[src/rtl/tiny_dnn_pkg.sv]
// Shared types and widths for the tiny DNN dot-product sequencer.
package tiny_dnn_pkg;

  localparam int DATA_W     = 16;
  localparam int ACC_W      = 32;
  localparam int ADDR_W_DEF = 13;

  typedef enum logic [2:0] {
    ST_IDLE  = 3'd0,
    ST_RD_W  = 3'd1,
    ST_RD_X  = 3'd2,
    ST_MAC   = 3'd3,
    ST_WRITE = 3'd4
  } state_e;

endpackage

[src/rtl/tiny_dnn_mac.sv]
// 16x16 unsigned multiply-accumulate into a 32-bit accumulator that wraps.
module tiny_dnn_mac
  import tiny_dnn_pkg::*;
(
  input  logic              clk,
  input  logic              rst_n,
  input  logic [DATA_W-1:0] w,
  input  logic [DATA_W-1:0] x,
  input  logic              en,
  input  logic              clr,
  output logic [ACC_W-1:0]  acc
);

  logic [ACC_W-1:0] acc_q, acc_d;
  logic [ACC_W-1:0] prod;

  // Widen both operands first; a self-determined w*x would keep only 16 bits.
  assign prod = ACC_W'(w) * ACC_W'(x);

  always_comb begin
    // NOTE: default first so every path assigns acc_d and no latch is inferred.
    acc_d = acc_q;
    if (clr) begin
      acc_d = '0;
    end else if (en) begin
      acc_d = acc_q + prod;
    end
  end

  always_ff @(posedge clk or negedge rst_n) begin
    // NOTE: non-blocking assignments keep every flop sampling pre-edge values.
    if (!rst_n) begin
      acc_q <= '0;
    end else begin
      acc_q <= acc_d;
    end
  end

  assign acc = acc_q;

endmodule

[src/rtl/tiny_dnn_mac_seq.sv]
// Dot-product sequencer: streams two vectors from the shared RAM through the MAC
// and writes the shifted sum back; the host gets the RAM port whenever idle.
module tiny_dnn_mac_seq
  import tiny_dnn_pkg::*;
#(
  parameter int ADDR_W = ADDR_W_DEF,
  parameter int LEN_W  = 10,
  parameter int SHIFT  = 0
) (
  input  logic              S_AXI_ACLK,
  input  logic              S_AXI_ARESETN,
  input  logic              cmd_valid,
  output logic              cmd_ready,
  input  logic [ADDR_W-1:0] cmd_waddr,
  input  logic [ADDR_W-1:0] cmd_xaddr,
  input  logic [ADDR_W-1:0] cmd_oaddr,
  input  logic [LEN_W-1:0]  cmd_len,
  input  logic              host_req,
  output logic              host_gnt,
  output logic              ram_re,
  output logic [ADDR_W-1:0] ram_addr,
  input  logic [DATA_W-1:0] ram_rdata,
  output logic              ram_we,
  output logic [DATA_W-1:0] ram_wdata,
  output logic              busy,
  output logic              done,
  output logic [ACC_W-1:0]  result
);

  state_e            state_q, state_d;
  logic [ADDR_W-1:0] waddr_q, waddr_d, xaddr_q, xaddr_d, oaddr_q, oaddr_d;
  logic [LEN_W-1:0]  len_q, len_d, idx_q, idx_d;
  logic [DATA_W-1:0] w_q, w_d;
  logic [ACC_W-1:0]  result_q, result_d;
  logic [ACC_W-1:0]  acc;
  logic [ACC_W-1:0]  acc_shr;
  logic              accept, mac_en, last_elem;

  // The host wins the port in IDLE; a pending command just waits for it to drop.
  assign host_gnt  = host_req && (state_q == ST_IDLE);
  assign cmd_ready = (state_q == ST_IDLE) && !host_req;
  assign accept    = cmd_valid && cmd_ready;
  assign busy      = (state_q != ST_IDLE);
  assign mac_en    = (state_q == ST_MAC);
  assign last_elem = (idx_q == len_q - LEN_W'(1));
  assign acc_shr   = acc >> SHIFT;
  assign result    = result_q;

  tiny_dnn_mac u_mac (
    .clk  (S_AXI_ACLK),
    .rst_n(S_AXI_ARESETN),
    .w    (w_q),
    .x    (ram_rdata),
    .en   (mac_en),
    .clr  (accept),
    .acc  (acc)
  );

  always_comb begin
    state_d  = state_q;
    waddr_d  = waddr_q;
    xaddr_d  = xaddr_q;
    oaddr_d  = oaddr_q;
    len_d    = len_q;
    idx_d    = idx_q;
    w_d      = w_q;
    result_d = result_q;
    case (state_q)
      ST_IDLE: begin
        if (accept) begin
          waddr_d = cmd_waddr;
          xaddr_d = cmd_xaddr;
          oaddr_d = cmd_oaddr;
          len_d   = cmd_len;
          idx_d   = '0;
          state_d = (cmd_len == '0) ? ST_WRITE : ST_RD_W;
        end
      end
      ST_RD_W: state_d = ST_RD_X;
      ST_RD_X: begin
        w_d     = ram_rdata;
        state_d = ST_MAC;
      end
      ST_MAC: begin
        idx_d   = idx_q + LEN_W'(1);
        state_d = last_elem ? ST_WRITE : ST_RD_W;
      end
      ST_WRITE: begin
        result_d = acc;
        state_d  = ST_IDLE;
      end
      default: state_d = ST_IDLE;
    endcase
  end

  // Address sums wrap naturally at ADDR_W bits.
  always_comb begin
    ram_re    = 1'b0;
    ram_we    = 1'b0;
    ram_addr  = '0;
    ram_wdata = '0;
    done      = 1'b0;
    case (state_q)
      ST_RD_W: begin
        ram_re   = 1'b1;
        ram_addr = waddr_q + ADDR_W'(idx_q);
      end
      ST_RD_X: begin
        ram_re   = 1'b1;
        ram_addr = xaddr_q + ADDR_W'(idx_q);
      end
      ST_WRITE: begin
        ram_we    = 1'b1;
        ram_addr  = oaddr_q;
        ram_wdata = acc_shr[DATA_W-1:0];
        done      = 1'b1;
      end
      default: ;
    endcase
  end

  always_ff @(posedge S_AXI_ACLK or negedge S_AXI_ARESETN) begin
    if (!S_AXI_ARESETN) begin
      state_q  <= ST_IDLE;
      waddr_q  <= '0;
      xaddr_q  <= '0;
      oaddr_q  <= '0;
      len_q    <= '0;
      idx_q    <= '0;
      w_q      <= '0;
      result_q <= '0;
    end else begin
      state_q  <= state_d;
      waddr_q  <= waddr_d;
      xaddr_q  <= xaddr_d;
      oaddr_q  <= oaddr_d;
      len_q    <= len_d;
      idx_q    <= idx_d;
      w_q      <= w_d;
      result_q <= result_d;
    end
  end

endmodule

[config.mk]
export PLATFORM = sky130hd
export DESIGN_NAME = tiny_dnn_mac_seq
export DESIGN_NICKNAME = d
export VERILOG_FILES = /design/src/rtl/tiny_dnn_pkg.sv /design/src/rtl/tiny_dnn_mac.sv /design/src/rtl/tiny_dnn_mac_seq.sv
export SDC_FILE = /design/constraint.sdc
export NUM_CORES = 1
export LEC_CHECK = 0
export ABC_AREA = 1
export ABC_CLOCK_PERIOD_IN_PS = 9700
export CAP_MARGIN = 10
export CORE_AREA = 2 2 223 225
export CTS_CLUSTER_SIZE = 12
export DETAILED_ROUTE_END_ITERATION = 16
export DIE_AREA = 0 0 225 227
export PLACE_DENSITY_LB_ADDON = 0.12
export SKIP_CTS_REPAIR_TIMING = 1
export SLEW_MARGIN = 15
export SYNTH_ARGS = -nofsm -noshare
export SYNTH_HDL_FRONTEND = slang
export SYNTH_SLANG_ARGS = --single-unit
[constraint.sdc]
create_clock -name S_AXI_ACLK -period 9.7 [get_ports S_AXI_ACLK]
set_input_delay 2.425 -clock S_AXI_ACLK [delete_from_list [all_inputs] [get_ports S_AXI_ACLK]]
set_output_delay 2.425 -clock S_AXI_ACLK [all_outputs]
set_load 0.005 [all_outputs]
* Word level (Yosys, flattened, before mapping)
Cells that the tools add are included.
** Operators by class
- Add/subtract/negate cells :: 5
- Multiply operators :: 1
- Equality and inequality tests :: 6
- Muxes and demuxes :: 12
- Reduce and logical (&&, ||, !) cells :: 12
** Operators with widths (count)
- $mux 32 :: 2
- $pmux 13 s3 :: 1
- $add 32x32->32 :: 1
- $mul 16x16->32 :: 1
- $add 13x10->13 :: 2
- $pmux 10 s2 :: 1
- $mux 16 :: 1
- $pmux 3 s4 :: 1
- $add 10x1->10 const B :: 1
- $eq 10x10->1 :: 1
- $logic_not 10->1 :: 1
- $mux 10 :: 1
- $sub 10x1->10 const B :: 1
- $mux 3 :: 3
- $eq 3x2->1 const B :: 2
- $reduce_and 2->1 :: 2
- $reduce_bool 2->1 :: 2
- $eq 3x1->1 const B :: 1
- $eq 3x3->1 const B :: 1
- $logic_and 1x1->1 :: 3
- $logic_not 3->1 :: 1
- $reduce_bool 3->1 :: 1
- $mux 1 :: 2
- $ne 2x2->1 const B :: 1
- 2 further kinds :: 2
** Word-level totals
- Register bits after elaboration :: 142
- Input bits :: 69
- Output and inout port bits :: 67
- Word-level logic and storage cells :: 45

* Logic depth before layout (Yosys ltp)
Gate-level depths: netlist (run 1).
- Word-level depth :: 5
- Depth in mapped cells :: 28
- Mapped depth without buffers :: 26

* Cells and area by module
From an unflattened synthesis (run 1), not the netlist that was laid out.
** Second synthesis, totals
- Cell total of the unflattened synthesis :: 2385
- Area, all modules :: 17267.8 µm²
** Modules (own cells, without submodules)
- tiny_dnn_mac :: times used 1, cells an instance 1645, area an instance 11652.4 µm², seq. area each 800.8 µm²
- tiny_dnn_mac_seq :: times used 1, cells an instance 740, area an instance 5615.4 µm², seq. area each 2752.6 µm²

* Least setup slack after synthesis (run 1)
Ideal clock, no wire load.
- Path kind :: in2reg
- Start point :: in ram_rdata[1]
- End point :: reg u_mac.acc_q[20] (netlist: u_mac.acc[20])
- Setup time :: 0.121 ns
- Arrival :: 7.245 ns
- Required time :: 9.579 ns
- Slack :: 2.333 ns
- Stages :: 22
- Buffers on the path :: 2
- Path through :: clkbuf_1 > clkbuf_1 > nand2_1 > fa_1 > fa_1 > fa_1 > fa_1 > inv_1 > fa_1 > inv_1 > fa_1 > inv_1 > ha_1 > nand2_1 > nor2_1 > inv_1 > nor3_1 > nand3_1 > nand3_1 > nand2_1 > nand3_1 > o21ai_1
** On the way
- Longest elaborated chain between the ends :: 4
** RTL lines
- from (decl) :: RTL line tiny_dnn_mac_seq.sv:22 : input logic [DATA_W-1:0] ram_rdata,
- $mul 16x16->32 :: RTL line tiny_dnn_mac.sv:18 : assign prod = ACC_W'(w) * ACC_W'(x);
- $add 32x32->32 :: RTL line tiny_dnn_mac.sv:26 : acc_d = acc_q + prod;
- $mux 32 :: RTL line tiny_dnn_mac.sv:25 : end else if (en) begin
- $mux 32 :: RTL line tiny_dnn_mac.sv:23 : if (clr) begin
- to (signal assigned) :: RTL line tiny_dnn_mac.sv:33 : acc_q <= '0;
- to (signal assigned) :: RTL line tiny_dnn_mac.sv:35 : acc_q <= acc_d;
- to (decl) :: RTL line tiny_dnn_mac.sv:14 : logic [ACC_W-1:0] acc_q, acc_d;
No other way between the ends. The select of a mux whose other input is x is not followed.
A chain may end at the register's enable or synchronous reset.

* Worst setup path in the final report (run 1)
- Start point :: in ram_rdata[2]
- End point :: reg u_mac.acc_q[20] (netlist: u_mac.acc[20])
Same word-level chain as after synthesis.

==> flow_metrics.py, run 1 <==
metrics = {
    "placement": {
        "dp_hpwl_um": 38120,
        "place_ws_ns": 1.139,
        "portBuffers": 135,
        "routabilityCongestion": 0.9359,
    },
    "sta": {
        "setup_tns_ns": 0,
        "fin_hold_ws_ns": 0.4706,
        "slew_headroom_pct": 42.60,
        "finClkSkew_ns": 0.008081,
        "period_share_pct": 83.17,
        "final_hold_viol_count": 0,
        "fmax_mhz": 124.0,
        "setup_violations": 0,
        "fin_crit_ns": 8.067,
        "rsz0062_at_grt": "no",
        "worst_pin_slew_ns": 0.8583,
        "fin_ws_ns": 1.633,
        "maxSlewViolCount": 0,
    },
    "die": {
        "dieArea_mm2": 0.05108,
        "die_w_um": 225,
        "start_util_pct": 34.73,
        "io_pins": 136,
        "core_area_mm2": 0.04855,
        "fp-row-count": 81,
        "die_h_um": 227,
    },
    "critical_path": {
        "worstReg2RegEnd": "u_mac.acc[20]",
        "rrSetupSlack_ns": 3.65,
        "crit_path_start_kind": "primary input",
        "worstSetupEndpointType": "flop",
        "cp-endpoint": "u_mac.acc[20]",
        "critPathLaunch": "ram_rdata[2]",
        "criticalPathCategory": "in2reg",
        "r2r_cells": 20,
        "cp_max_fo": 17,
        "rr_startpoint": "w_q[9]",
        "crit_required_ns": 10.07,
        "arrival_ns": 8.43,
    },
    "routing": {
        "via_per_inst": 4.594,
        "antenna_left": 0,
        "vias": 13680,
        "drt_iter0_drc": 729,
        "finalWirelength_um": 48160,
        "route.detailed.drc": 0,
        "drt_pre_antenna_iters": 5,
        "wl_per_cell_um": 16.18,
    },
    "cts": {
        "clockBufferDepth": 2,
        "clock_latency_ns": 0.48,
        "cts-root-buf": "clkbuf_16",
        "htreeDepth": 4,
        "path_clk_slew_ns": 0.07,
        "cts.sinks": 142,
        "cts_tree": "done",
        "cts_buffers": 17,
    },
    "yosys": {
        "synth_area_leaders": "fa_1 (27%), dfrtp_1 (21%), nand2_1 (17%)",
        "synth-simple-area-share_pct": 22.55,
        "yosysWarnings": 0,
        "synth_fa_ha_area_share_pct": 35.07,
        "synth_xor_area_share_pct": 0.8311,
        "synth_edf_count": 0,
        "yosys.cell_types.count": 42,
        "syn-instance-count": 2277,
        "synth_top_family_by_area": "adder cells",
        "yosysSeqAreaShare_pct": 21.07,
        "synthArstFlopShare_pct": 100.0,
        "avgSynthCellArea_um2": 7.405,
        "synth_seq_cells": 142,
        "yosysTopAreaCell": "fa_1",
        "synth_ff_type": "dfrtp_1",
        "syn_nets": 2683,
        "yosysTopAreaCellShare_pct": 26.83,
        "synth_compound_area_share_pct": 5.142,
        "muxShareOfSynthArea_pct": 0.05936,
        "syn_area_mm2": 0.01686,
    },
    "finish": {
        "final_common_cell": "nand2_1",
        "post-route-util_pct": 39.57,
        "area_growth_pct": 13.91,
        "fillers": 5085,
        "fin_nets": 2749,
        "final_cell_mix": "nand2_1 (763), inv_1 (558), fa_1 (226), dfrtp_1 (142), clkdlybuf4s50_1 (134)",
        "drive_above_1_share_pct": 2.845,
        "antenna_cells": 0,
    },
    "worst_hold_path": {
        "min_path_type": "reg2reg",
    },
    "global_route": {
        "antenna_found_initial": 0,
        "grt.overflow.total": 0,
        "grt_pass1_vias": 14580,
        "grt_max_degree": 73,
        "track_usage_pct": 20.44,
        "grt_pass1_wl_um": 79830,
    },
    "run": {
        "maxCapViolCount": 0,
    },
    "run_status": {
        "status": "completed",
    },
}
==> flip-flops by register name (all words and copies together), names as in the netlist, 10 cells and up <==
register,count
result,32
u_mac.acc,32
w_q,16
oaddr_q,13
waddr_q,13
xaddr_q,13
idx_q,10
len_q,10
==> per-stage QoR <==
stage	std cells	area, um^2
after detailed placement	2946	18620
after CTS	2977	19210
after global placement	2946	18620
final	2977	19210
after floorplan	2277	16860
after global routing	2977	19210
==> kinds of logic (layout without fill, tap and decap cells) <==
| kind of cell | Yosys count | in the layout |
|---|---|---|
| fa+ha+maj | 337 | 337 |
| simple gates | 955 | 955 |
| compound gates | 163 | 163 |
| flops | 142 | 142 |
| xor+xnor | 16 | 16 |
| mux | 1 | 1 |
| buf+inv | 663 | 741 |
==> cells in the mapped netlist, types with 13 or more instances <==
cell type	instances
nand2_1	763
o21ai_1	17
a21oi_1	53
inv_1	558
dfrtp_1	142
nand4_1	15
nand3_1	58
clkbuf_1	75
ha_1	111
buf_2	13
fa_1	226
nor2_1	87
o21ai_0	72
==> per-layer routing <==
layer  GRT usage, %  part of all wire, %  vias up
li1               -                    -     6745
met1          27.29                   48     6596
met2          33.68                   46      282
met3          4.040                  4.2       53
met4          6.067                  2.2        0
met5              0                    0        -
==> final cells by class <==
type / instances / area (um^2) / area share, %
multi-input combinational: 1472 / 10730 / 55.89
sequential: 142 / 3553 / 18.50
inverter: 566 / 2135 / 11.11
timing repair buffer: 144 / 1420 / 7.394
tap: 622 / 778.2 / 4.052
clock buffer: 17 / 425.4 / 2.215
clock inverter: 14 / 161.4 / 0.8403
==> worst min-delay path by stage <==
stage	from	slack (ns)	endpoint	cells past startpoint
after global placement	oaddr_q[6]	0.45	oaddr_q[6]	2
after detailed placement	waddr_q[11]	0.45	waddr_q[11]	2
after floorplan	waddr_q[11]	0.43	waddr_q[11]	2
after global routing	waddr_q[11]	0.49	waddr_q[11]	2
after CTS	waddr_q[11]	0.47	waddr_q[11]	2
final	waddr_q[11]	0.47	waddr_q[11]	2
==> critical path: stages <==
cell and delay, ns:
clkdlybuf4s50_1 0.98, nand2_1 0.17, fa_1 0.55, fa_1 0.48
fa_1 0.52, fa_1 0.57, inv_1 0.06, fa_1 0.47
inv_1 0.05, fa_1 0.51, inv_1 0.06, ha_1 0.34
nand2_1 0.15, nor2_1 0.29, inv_1 0.09, nor3_1 0.18
nand3_1 0.16, nand3_1 0.15, nand2_1 0.07, nand3_1 0.07
o21ai_1 0.08
Power of run 1 is left out: the tool's default activity adds up to more than one toggle a clock period on the data nets, which glitch-free logic cannot reach.
==> inputs of run 2 (changes only) <==
--- a/config.mk
+++ b/config.mk
@@ -6,7 +6,7 @@
 export NUM_CORES = 1
 export LEC_CHECK = 0
 export ABC_AREA = 1
-export ABC_CLOCK_PERIOD_IN_PS = 9700
+export ABC_CLOCK_PERIOD_IN_PS = 7710
 export CAP_MARGIN = 10
 export CORE_AREA = 2 2 223 225
 export CTS_CLUSTER_SIZE = 12
==> constraint.sdc (replaced) <==
create_clock -name S_AXI_ACLK -period 7.71 [get_ports S_AXI_ACLK]
set_input_delay 1.9275 -clock S_AXI_ACLK [delete_from_list [all_inputs] [get_ports S_AXI_ACLK]]
set_output_delay 1.9275 -clock S_AXI_ACLK [all_outputs]
set_load 0.005 [all_outputs]
==> run 2 against run 1 <==
Effect of this change: final area rose by 1.5%; global-route usage fell by 0.33 points; setup slack got worse by 1.2 ns; count of clock-buffer cells in the layout rose by 2; flip-flop and latch count did not move; register-to-register slack got worse by 2.0 ns; critical endpoint is now u_mac.acc[24]; critical path type unchanged; sequential share of layout area fell by 0.27 points; core utilization rose by 0.59 points.
==> flow_metrics.py, run 2 (synthesis gave the netlist of run 1 again) <==
metrics = {
    "run_status": {
        "status": "completed",
    },
    "critical_path": {
        "cpMostUsedCell": "fa_1",
        "path_cells": "clkdlybuf4s50_1 -> nand2_1 -> fa_1 -> fa_1 -> fa_1 -> inv_1 -> fa_1 -> fa_1 -> inv_1 -> fa_1 -> inv_1 -> ha_1 -> nand2_1 -> nor2_1 -> inv_1 -> nor3_1 -> nand4_1 -> nand3_1 -> nand2_1 -> nand3_1 -> nand2_1",
        "crit_path_start_kind": "primary input",
        "r2r_cells": 20,
        "cp.depth": 21,
        "slowest_delay_ns": 0.76,
        "cp_max_fo": 10,
        "critPathBufInv": 5,
        "worstReg2RegEnd": "u_mac.acc[24]",
        "crit_slowest_cell": "clkdlybuf4s50_1",
        "worstSetupEndpointType": "flop",
        "rr_startpoint": "w_q[11]",
        "arrival_ns": 7.66,
        "critical_path.top_delay_family": "adder cells",
        "criticalPathCategory": "in2reg",
        "rrSetupSlack_ns": 1.68,
        "crit_required_ns": 8.09,
    },
    "sta": {
        "maxSlewViolCount": 0,
        "rsz0062_at_grt": "no",
        "fin_crit_ns": 7.273,
        "slew_headroom_pct": 45.08,
        "worst_pin_slew_ns": 0.8238,
        "fin_ws_ns": 0.4369,
        "fin_hold_ws_ns": 0.4700,
        "period_share_pct": 94.33,
        "finClkSkew_ns": 0.01736,
        "fmax_mhz": 137.5,
        "final_hold_viol_count": 0,
        "setup_violations": 0,
    },
    "worst_hold_path": {
        "min_from": "waddr_q[11]",
        "worstHoldPathCells": 2,
        "min_path_type": "reg2reg",
        "hold_end": "waddr_q[11]",
    },
    "routing": {
        "finalWirelength_um": 48130,
        "route.detailed.drc": 0,
        "antenna_left": 0,
        "drt_iter0_drc": 795,
        "vias": 13820,
        "wl_per_cell_um": 16.02,
        "drt_pre_antenna_iters": 7,
        "via_per_inst": 4.598,
    },
    "die": {
        "core_area_mm2": 0.04855,
        "start_util_pct": 34.73,
        "die_h_um": 227,
        "die_w_um": 225,
        "dieArea_mm2": 0.05108,
        "fp-row-count": 81,
        "io_pins": 136,
    },
    "placement": {
        "place_ws_ns": -0.03501,
        "routabilityCongestion": 0.8878,
        "place_area_mm2": 0.01891,
        "portBuffers": 135,
        "dp_hpwl_um": 38740,
    },
    "finish": {
        "fin_area_mm2": 0.01949,
        "multiInputGateArea_mm2": 0.01073,
        "antenna_cells": 0,
        "drive_above_1_share_pct": 3.987,
        "fillers": 5016,
        "final_common_cell": "nand2_1",
        "fin_nets": 2776,
        "final_cell_mix": "nand2_1 (763), inv_1 (558), fa_1 (226), dfrtp_1 (142), clkdlybuf4s50_1 (134)",
        "post-route-util_pct": 40.16,
        "area_growth_pct": 15.61,
        "seqCellArea_mm2": 0.003553,
    },
    "global_route": {
        "track_usage_pct": 20.11,
        "antenna_found_initial": 0,
        "grt_max_degree": 75,
        "grt_pass1_vias": 14150,
        "grt.overflow.total": 0,
        "grt_pass1_wl_um": 78550,
    },
    "cts": {
        "cts_buffers": 17,
        "htreeDepth": 4,
        "cts-root-buf": "clkbuf_16",
        "clock_latency_ns": 0.49,
        "clockBufferDepth": 2,
        "cts.sinks": 142,
        "path_clk_slew_ns": 0.07,
        "cts_tree": "done",
    },
    "run": {
        "maxCapViolCount": 0,
    },
}
[run 2: tightest hold or removal path, stage by stage (launching register included)]
cell,delay (ns)
dfrtp_1,0.34
nand2_1,0.06
nand2_1,0.05
[run 2: worst max-delay path by stage]
stage                       from       endpoint
floorplan           ram_rdata[1]  u_mac.acc[20]
global placement    ram_rdata[2]  u_mac.acc[24]
detailed placement  ram_rdata[2]  u_mac.acc[24]
CTS                 ram_rdata[6]  u_mac.acc[24]
global route        ram_rdata[6]  u_mac.acc[24]
finish              ram_rdata[2]  u_mac.acc[24]
[run 2: area by class of cell]
class / instances / share of cell area (%)
repair buffers: 171 / 8.774
flip-flops and latches: 142 / 18.23
clock inverters: 13 / 0.6675
clock buffers: 19 / 2.323
well taps: 622 / 3.992
inverters: 566 / 10.95
multi-input cells: 1472 / 55.06
[run 2: through the flow]
stage               TNS (ns)  cells
finish                     0   3005
global route               0   3005
global placement    -0.07675   2973
floorplan                  0   2277
detailed placement  -0.03501   2973
CTS                        0   3005
[run 2: layer usage]
layer	track usage, %	wire length (um)
met5	0	0
met2	33.24	22710
met1	27.34	22820
met3	3.472	1828
met4	5.319	773
Power of run 2 is left out for the same reason.
==> inputs of run 3 (changes only) <==
--- a/config.mk
+++ b/config.mk
@@ -9,6 +9,7 @@
 export ABC_CLOCK_PERIOD_IN_PS = 7710
 export CAP_MARGIN = 10
 export CORE_AREA = 2 2 223 225
+export CTS_CLUSTER_DIAMETER = 40
 export CTS_CLUSTER_SIZE = 12
 export DETAILED_ROUTE_END_ITERATION = 16
 export DIE_AREA = 0 0 225 227
==> results of run 3 <==
No change in the layout: final DEF, timing and power equal those of run 2.
Power of run 3 is left out for the same reason.
